[config.mk]
export PLATFORM = sky130hd
export DESIGN_NAME = bwt_last_column
export DESIGN_NICKNAME = d
export VERILOG_FILES = /design/src/rtl/bwt_last_column.sv
export SDC_FILE = /design/constraint.sdc
export NUM_CORES = 1
export LEC_CHECK = 0
export BUFFER_PORTS_ARGS = -buffer_cell sky130_fd_sc_hd__buf_4
export CAP_MARGIN = 20
export CORE_MARGIN = 2
export CORE_UTILIZATION = 39
export DETAILED_ROUTE_END_ITERATION = 7
export HOLD_SLACK_MARGIN = 0.05
export PLACE_DENSITY = 0.63
export SLEW_MARGIN = 40
export SYNTH_ARGS = -nofsm -noshare
export SYNTH_HDL_FRONTEND = slang
export SYNTH_SLANG_ARGS = --single-unit
[constraint.sdc]
create_clock -name clk -period 3.1 [get_ports clk]
set_input_delay 0.62 -clock clk [delete_from_list [all_inputs] [get_ports clk]]
set_output_delay 0.62 -clock clk [all_outputs]
set_load 0.01 [all_outputs]
[src/rtl/bwt_last_column.sv]
// -----------------------------------------------------------------------------
// bwt_last_column
//
// Purpose:
//   This module builds the last column of the Burrows-Wheeler transform for a
//   block of N symbols. It captures the original string on a start pulse. A
//   sorter then supplies rotation start offsets in sorted order. For each
//   offset the module emits the symbol that comes just before that rotation,
//   which is buf[(idx+N-1) mod N]. It also records the sorted position of
//   rotation 0 (primary_idx).
//
// Parameters:
//   N      string length / rotations per block (N >= 2)
//   W      symbol width in bits
//   IDX_W  index width, 2**IDX_W >= N
//
// Ports:
//   clk          sole clock, rising edge
//   rst          asynchronous active-low reset
//   start        one-cycle pulse in IDLE: capture data_in and begin a block
//   data_in      original string, element 0 is the first symbol
//   idx_valid    sorted rotation index on idx_in is valid
//   idx_in       start offset of the next rotation in sorted order
//   idx_ready    block accepts idx_in this cycle
//   out_valid    out_data holds a last-column symbol
//   out_data     last-column symbol
//   out_last     marks the Nth (final) symbol of the block
//   out_ready    downstream accepts out_data
//   primary_idx  sorted position of rotation 0 (0 if rotation 0 never seen)
//   busy         high in every state except IDLE
//   done         one-cycle pulse when the block completes
//   err          sticky out-of-range index flag
//
// Configuration:
//   BWT_LC_RANGE_CHECK_EN  when defined, an accepted idx_in >= N sets err.
//                          err stays set until the next start or reset.
//                          When undefined, err is tied low.
//   In both builds an out-of-range index emits a zero symbol and still counts.
// -----------------------------------------------------------------------------
module bwt_last_column #(
   parameter int N     = 4,
   parameter int W     = 8,
   parameter int IDX_W = 2
) (
   input  logic             clk,
   input  logic             rst,
   input  logic             start,
   input  logic [W-1:0]     data_in [0:N-1],
   input  logic             idx_valid,
   input  logic [IDX_W-1:0] idx_in,
   output logic             idx_ready,
   output logic             out_valid,
   output logic [W-1:0]     out_data,
   output logic             out_last,
   input  logic             out_ready,
   output logic [IDX_W-1:0] primary_idx,
   output logic             busy,
   output logic             done,
   output logic             err
);

   // count must reach N, and N fits in IDX_W+1 bits because 2**IDX_W >= N.
   localparam int CNT_W = IDX_W + 1;

   localparam logic [CNT_W-1:0] CNT_FINAL = CNT_W'(N - 1);
   localparam logic [IDX_W:0]   N_EXT     = (IDX_W + 1)'(N);
   localparam logic [IDX_W-1:0] IDX_WRAP  = IDX_W'(N - 1);

   typedef enum logic [1:0] {
      IDLE   = 2'd0,
      STREAM = 2'd1,
      DRAIN  = 2'd2,
      DONE   = 2'd3
   } state_t;

   state_t state_reg;
   state_t state_next;

   logic [W-1:0]     sym_buf [0:N-1];
   logic [CNT_W-1:0] count_reg;
   logic [IDX_W-1:0] primary_reg;
   logic             out_valid_reg;
   logic [W-1:0]     out_data_reg;
   logic             out_last_reg;

   logic             capture;
   logic             accept;
   logic             is_final;
   logic             in_range;
   logic [IDX_W-1:0] rot_sel;
   logic [W-1:0]     sym_sel;
   logic             out_fire;

   // ------------------------------------------------------------------
   // Handshake decode
   // ------------------------------------------------------------------
   assign capture   = (state_reg == IDLE) && start;
   // A new index may enter only when the output register is empty or is
   // being drained in this same cycle. This keeps the one-deep output
   // stage from being overwritten.
   assign idx_ready = (state_reg == STREAM) && (!out_valid_reg || out_ready);
   assign accept    = idx_valid && idx_ready;
   assign is_final  = (count_reg == CNT_FINAL);
   assign out_fire  = out_valid_reg && out_ready;

   // ------------------------------------------------------------------
   // Symbol selection: the last-column symbol is the one that comes just
   // before the rotation start. Offset 0 therefore wraps to N-1.
   // ------------------------------------------------------------------
   assign in_range = ({1'b0, idx_in} < N_EXT);

   always_comb begin
      rot_sel = '0;
      if (idx_in == '0) begin
         rot_sel = IDX_WRAP;
      end else begin
         rot_sel = idx_in - IDX_W'(1);
      end
   end

   // Out-of-range offsets must never address the buffer, so they produce
   // a zero symbol instead.
   always_comb begin
      sym_sel = '0;
      if (in_range) begin
         sym_sel = sym_buf[rot_sel];
      end
   end

   // ------------------------------------------------------------------
   // FSM: state register
   // ------------------------------------------------------------------
   always_ff @(posedge clk or negedge rst) begin
      if (!rst) begin
         state_reg <= IDLE;
      end else begin
         state_reg <= state_next;
      end
   end

   // ------------------------------------------------------------------
   // FSM: next-state logic
   // ------------------------------------------------------------------
   always_comb begin
      state_next = state_reg;
      case (state_reg)
         IDLE: begin
            if (start) begin
               state_next = STREAM;
            end
         end
         STREAM: begin
            if (accept && is_final) begin
               state_next = DRAIN;
            end
         end
         DRAIN: begin
            // The final symbol is still in the output register. The block
            // ends only when downstream takes that symbol.
            if (out_fire && out_last_reg) begin
               state_next = DONE;
            end
         end
         DONE: begin
            state_next = IDLE;
         end
         default: begin
            state_next = IDLE;
         end
      endcase
   end

   // ------------------------------------------------------------------
   // String buffer. Its contents are don't-care after reset, so it has
   // no reset and can map onto plain storage.
   // ------------------------------------------------------------------
   always_ff @(posedge clk) begin
      if (capture) begin
         for (int i = 0; i < N; i++) begin
            sym_buf[i] <= data_in[i];
         end
      end
   end

   // ------------------------------------------------------------------
   // Rotation counter and primary index
   // ------------------------------------------------------------------
   always_ff @(posedge clk or negedge rst) begin
      if (!rst) begin
         count_reg   <= '0;
         primary_reg <= '0;
      end else if (capture) begin
         count_reg   <= '0;
         primary_reg <= '0;
      end else if (accept) begin
         count_reg <= count_reg + CNT_W'(1);
         // The sorted position is the count before this increment.
         if (idx_in == '0) begin
            primary_reg <= count_reg[IDX_W-1:0];
         end
      end
   end

   // ------------------------------------------------------------------
   // Output register. A new accept takes priority over the clear on
   // handshake, which allows one symbol per cycle under full throughput.
   // ------------------------------------------------------------------
   always_ff @(posedge clk or negedge rst) begin
      if (!rst) begin
         out_valid_reg <= 1'b0;
         out_data_reg  <= '0;
         out_last_reg  <= 1'b0;
      end else if (accept) begin
         out_valid_reg <= 1'b1;
         out_data_reg  <= sym_sel;
         out_last_reg  <= is_final;
      end else if (out_fire) begin
         out_valid_reg <= 1'b0;
         out_data_reg  <= '0;
         out_last_reg  <= 1'b0;
      end
   end

   // ------------------------------------------------------------------
   // Optional range check
   // ------------------------------------------------------------------
`ifdef BWT_LC_RANGE_CHECK_EN
   logic err_reg;

   always_ff @(posedge clk or negedge rst) begin
      if (!rst) begin
         err_reg <= 1'b0;
      end else if (capture) begin
         err_reg <= 1'b0;
      end else if (accept && !in_range) begin
         err_reg <= 1'b1;
      end
   end

   assign err = err_reg;
`else
   assign err = 1'b0;
`endif

   // ------------------------------------------------------------------
   // Output mapping
   // ------------------------------------------------------------------
   assign out_valid   = out_valid_reg;
   assign out_data    = out_data_reg;
   assign out_last    = out_last_reg;
   assign primary_idx = primary_reg;
   assign busy        = (state_reg != IDLE);
   assign done        = (state_reg == DONE);

endmodule
==> flow_metrics.py, run 1 <==
metrics = {
    "logic_synthesis": {
        "ys_ff_latch": 49,
        "synth.avg_cell_area_um2": 17.4,
        "synth_edf_count": 32,
        "synth.largest_area_cell": "edfxtp_1",
        "synth-seq-area-share_pct": 68.6,
        "yosys-top-cells-count": "32 x edfxtp_1, 17 x dfrtp_1, 9 x a22o_1",
        "synthFlopType": "edfxtp_1",
        "synth.most_common_cell": "edfxtp_1",
        "synth_cell_type_count": 29,
        "synthCells": 116,
        "async_flop_share_pct": 34.7,
        "yosys.area.top_type_share_pct": 47.6,
        "synth_area_leaders": "edfxtp_1 48%, dfrtp_1 21%, mux4_1 7.8%",
        "synth-warning-count": 0,
        "syn-num-nets": 162,
        "syn_area_um2": 2020,
    },
    "route": {
        "dr.pass1.iters": 4,
        "drt-vias-per-instance": 4.75,
        "drc": 0,
        "vias": 1149,
        "ant_nets": 0,
        "wl_per_cell_um": 13.8,
        "drtIter0Drc": 29,
        "drt-total-wl_um": 3350,
    },
    "die": {
        "row_count": 26,
        "io_pins": 55,
        "die_area_um2": 5770,
        "coreArea_um2": 5040,
        "die_h_um": 76.0,
        "die_w_um": 76.0,
        "start_util_pct": 40.1,
    },
    "sta": {
        "skew_ns": 0.00652,
        "slew_violations": 0,
        "rsz0062_at_grt": "no",
        "worst_slack_ns": 1.20,
        "timing.final.crit_share_pct": 61.2,
        "max_freq_mhz": 527,
        "tns_ns": 0,
        "hold_viol": 0,
        "setup_violations": 0,
        "fin_crit_ns": 1.90,
    },
    "place": {
        "gp_congestion": 0.706,
        "pre_cts_slack_ns": 1.04,
        "post-dp-hpwl_um": 2410,
        "portBuffers": 53,
    },
    "finish": {
        "drive_above_1_share_pct": 40.1,
        "syn2layout_area_growth_pct": 26.2,
        "largest_reg_flops": 32,
        "num_antenna_cells": 0,
        "fillers": 434,
        "multi_input_area_um2": 558,
        "nNetsFinal": 217,
        "seq_area_um2": 1390,
    },
    "clocking": {
        "hold_buffers": 0,
        "clkTransAtPathRegs_ns": 0.09,
        "cts_buffers": 5,
        "htree_levels": 2,
        "cts_setup_buffers": 0,
        "cts.repair.resized": 0,
        "clock_latency_ns": 0.29,
        "cts.path.max_buffers": 2,
        "root_buffer": "clkbuf_8",
        "cts_num_sinks": 49,
        "cts_tree": "done",
    },
    "setup_path": {
        "crit_path_start_kind": "flop",
        "cp_max_fo": 4,
        "path_class": "reg2out",
        "cpMaxStageDelayCell": "dfrtp_1",
        "cp.arrival_ns": 1.28,
        "rrSetupSlack_ns": 1.43,
        "slowest_delay_ns": 0.41,
        "r2r_end": "state_reg[1]",
        "required_ns": 2.48,
        "worstReg2RegStart": "count_reg[0]",
        "reg2reg_depth": 5,
        "cp_cell_sequence": "inv_1 -> ha_1 -> and2_1 -> buf_4",
        "cp-end-kind": "output port",
    },
    "global_route": {
        "grt_pass1_wl_um": 5590,
        "globalRouteOverflowTotal": 0,
        "grt_antenna_before_repair": 0,
        "grt_max_degree": 38,
        "grt_pass1_vias": 1190,
        "grt.total_usage_pct": 12.4,
    },
    "power_and_ir_drop": {
        "total_power_w": 0.00187,
        "p_leak_nw": 1.09,
        "ir_drop_v": 0.000304,
        "powerDensity_nw_per_um2": 733,
    },
    "job": {
        "max_cap_violations": 0,
    },
    "worst_hold_path": {
        "hold_class": "in2async",
    },
    "outcome": {
        "status": "complete, no violations",
    },
}
==> cells in the final DEF (no fill, tap or decap), types with 2 or more instances in the layout <==
cell	synthesis	final
nand2_1	5	5
a22o_1	9	9
clkbuf_8	0	5
mux4_2	2	2
nand3_1	3	3
and2_1	2	2
edfxtp_1	32	32
nor2_1	5	5
ha_1	7	7
clkbuf_1	2	2
mux4_1	6	6
inv_1	6	6
a21oi_1	2	2
buf_4	2	54
dfrtp_1	17	17
==> worst max-delay path: cells and delay by family, from the launching register on <==
family / cells / cell delay [ns]
flip-flops: 1 / 0.41
adder cells (fa/ha/maj): 1 / 0.22
AND/OR/NAND/NOR: 1 / 0.15
buffers and inverters: 2 / 0.22
==> per-layer routing <==
layer | routed length (um) | vias to the layer above | global-route usage, %
met5 | 0 | - | 0
met1 | 1390 | 556 | 15.5
li1 | - | 546 | -
met4 | 27 | 0 | 3.82
met2 | 1670 | 42 | 20.1
met3 | 258 | 5 | 4.62
==> per-stage QoR <==
stage / instances / utilization, % / hold slack (ns) / cell area (um^2)
global route: 242 / 50.6 / 0.174 / 2550
detailed placement: 234 / 49.0 / 0.501 / 2470
floorplan: 116 / - / 0.324 / 2020
CTS: 242 / 50.6 / 0.171 / 2550
global placement: 234 / 49.0 / 0.495 / 2470
finish: 242 / 50.6 / 0.169 / 2550
==> how the worst max path moves through the flow <==
stage                 start            end  slack [ns]
3_3_place_gp      idx_in[0]    out_data[6]        1.07
4_1_cts        state_reg[1]      idx_ready        1.18
6_report       state_reg[1]      idx_ready        1.20
3_5_place_dp      idx_in[0]    out_data[6]        1.04
2_1_floorplan  state_reg[0]  sym_buf[0][0]        0.93
5_1_grt        state_reg[1]      idx_ready        1.12
==> power breakdown <==
| part | switching, W | leakage, nW | internal (W) | total (W) |
|---|---|---|---|---|
| clock network | 0.000194 | 0.0422 | 0.000159 | 0.000353 |
| registers | 0.0000819 | 0.516 | 0.000877 | 0.000959 |
| logic | 0.000271 | 0.531 | 0.000286 | 0.000557 |
| total | 0.000547 | 1.09 | 0.00132 | 0.00187 |
==> logic make-up after synthesis <==
logic type	after synthesis	share of synthesized area, %
xor+xnor	1	0.434
flops	49	68.6
mux	10	11.1
buf+inv	13	3.78
fa+ha+maj	7	4.33
compound gates	16	6.38
other cells	1	0.186
simple gates	19	5.20
==> cell type report <==
class / count / area share, %
Clock buffer: 7 / 2.99
Clock inverter: 1 / 0.196
Inverter: 7 / 1.23
Multi-Input combinational cell: 54 / 21.9
Sequential cell: 49 / 54.4
Tap cell: 70 / 3.43
Timing Repair Buffer: 54 / 15.9
Note: power is estimated with default switching activity, not from simulation.
==> run 2: changes to the inputs <==
- clock period: 3.1 -> 1.8 ns (I/O delays scaled with it)
==> run 2 against run 1 <==
Compared with the run above:
- combinational power grew 80%
- design area grew 1.5%
- sequential share of layout area shrank 0.81 points
- largest cell class unchanged
- count of clock-buffer cells in the layout shrank 1
- register-to-register slack lost 1.3 ns
==> flow_metrics.py, run 2 (same netlist as run 1, synthesis figures left out) <==
metrics = {
    "outcome": {
        "status": "complete, no violations",
    },
    "sta": {
        "setup_violations": 0,
        "worst_slack_ns": 0.117,
        "max_freq_mhz": 594,
        "skew_ns": 0.00584,
        "slew_violations": 0,
        "tns_ns": 0,
        "rsz0062_at_grt": "no",
        "timing.final.crit_share_pct": 93.5,
        "fin_crit_ns": 1.68,
        "hold_viol": 0,
    },
    "global_route": {
        "grt_pass1_wl_um": 5660,
        "busiest_layer": "met2",
        "use_met3_pct": 4.50,
        "grt_max_degree": 38,
        "grt.total_usage_pct": 12.5,
        "grt_pass1_vias": 1206,
        "globalRouteOverflowTotal": 0,
        "grt_antenna_before_repair": 0,
        "grt_use_met1_pct": 15.0,
        "met2_usage_pct": 21.5,
    },
    "die": {
        "die_h_um": 76.0,
        "coreArea_um2": 5040,
        "row_count": 26,
        "die_area_um2": 5770,
        "die_w_um": 76.0,
        "io_pins": 55,
        "start_util_pct": 40.1,
    },
    "place": {
        "post-dp-hpwl_um": 2570,
        "pre_cts_slack_ns": 0.0693,
        "gp_congestion": 0.707,
        "portBuffers": 53,
    },
    "route": {
        "vias": 1172,
        "drc": 0,
        "drtIter0Drc": 36,
        "ant_nets": 0,
        "dr.pass1.iters": 4,
        "drt-vias-per-instance": 4.78,
        "drt-total-wl_um": 3510,
        "wl_per_cell_um": 14.3,
    },
    "setup_path": {
        "worstReg2RegStart": "count_reg[0]",
        "cp_max_fo": 3,
        "required_ns": 1.98,
        "cp-startpoint": "count_reg[0]",
        "reg2reg_depth": 5,
        "cp.arrival_ns": 1.86,
        "crit_path_start_kind": "flop",
        "path_class": "reg2reg",
        "cp-end-kind": "flop",
    },
    "finish": {
        "multi_input_area_um2": 558,
        "layout_commonest_cell": "buf_4",
        "drive_above_1_share_pct": 41.1,
        "syn2layout_area_growth_pct": 28.1,
        "seq_area_um2": 1390,
        "nNetsFinal": 220,
        "largest_reg_flops": 32,
        "fillers": 441,
        "layout_common_cells": "55 x buf_4, 32 x edfxtp_1, 17 x dfrtp_1, 9 x a22o_1, 7 x ha_1",
        "num_antenna_cells": 0,
    },
    "clocking": {
        "cts_setup_buffers": 0,
        "clkTransAtPathRegs_ns": 0.09,
        "cts.path.max_buffers": 2,
        "root_buffer": "clkbuf_8",
        "cts_buffers": 5,
        "cts_tree": "done",
        "htree_levels": 2,
        "clock_latency_ns": 0.29,
        "cts_num_sinks": 49,
    },
    "worst_hold_path": {
        "hold-path-cell-count": 1,
        "hold_path.startpoint": "data_in[22]",
        "hold_class": "in2reg",
    },
    "power_and_ir_drop": {
        "ir_drop_v": 0.000554,
        "p_leak_nw": 1.11,
        "powerDensity_nw_per_um2": 1260,
    },
    "job": {
        "max_cap_violations": 0,
    },
}
run 2: per-layer routing:
| layer | wire, um | vias to the layer above |
|---|---|---|
| met5 | 0 | - |
| met4 | 32 | 0 |
| met3 | 264 | 4 |
| met2 | 1770 | 42 |
| met1 | 1440 | 572 |
| li1 | - | 554 |
run 2: worst paths after layout:
path | slack (ns) | end
setup / recovery | 0.12 | state_reg[1]
hold / removal | 0.24 | sym_buf[1][6]
setup reg to reg | 0.12 | state_reg[1]
hold reg to reg | 0.52 | out_data[6]
max in group asynchronous | 1.15 | out_data[0]
min in group asynchronous | 0.46 | out_data[4]
run 2: area by class of cell:
| cell class | instances | share of cell area [%] |
|---|---|---|
| clock inverters | 2 | 0.387 |
| well taps | 70 | 3.38 |
| clock buffers | 6 | 2.80 |
| multi-input cells | 54 | 21.6 |
| inverters | 7 | 1.21 |
| repair buffers | 57 | 17.1 |
| flip-flops and latches | 49 | 53.6 |
run 2: worst max-delay path, cell delays in order (launching register included):
cell	delay [ns]
dfrtp_1	0.42
ha_1	0.22
ha_1	0.19
a31o_2	0.24
o211ai_1	0.13
mux2_2	0.37
run 2: stage by stage:
stage | total power [W] | util [%] | std cells | hold slack (ns) | cell area (um^2)
after CTS | 0.00330 | 51.3 | 245 | 0.228 | 2590
after detailed placement | 0.00270 | 49.5 | 236 | 0.240 | 2500
after global placement | 0.00263 | 49.5 | 236 | 0.236 | 2500
final | 0.00326 | 51.3 | 245 | 0.241 | 2590
after floorplan | 0.00226 | - | 116 | 0.0644 | 2020
after global routing | 0.00347 | 51.3 | 245 | 0.222 | 2590
run 2: what timing repair did:
action	CTS	global route
resized for setup	0	0
hold endpoints to repair	17	0
hold buffers	1	0
run 2: power breakdown:
part / total [W] / internal [W] / leakage [nW] / switching (W)
Combinational: 0.00100 / 0.000520 / 0.549 / 0.000481
Sequential: 0.00165 / 0.00151 / 0.516 / 0.000142
Clock: 0.000604 / 0.000270 / 0.0450 / 0.000335
Total: 0.00326 / 0.00230 / 1.11 / 0.000957
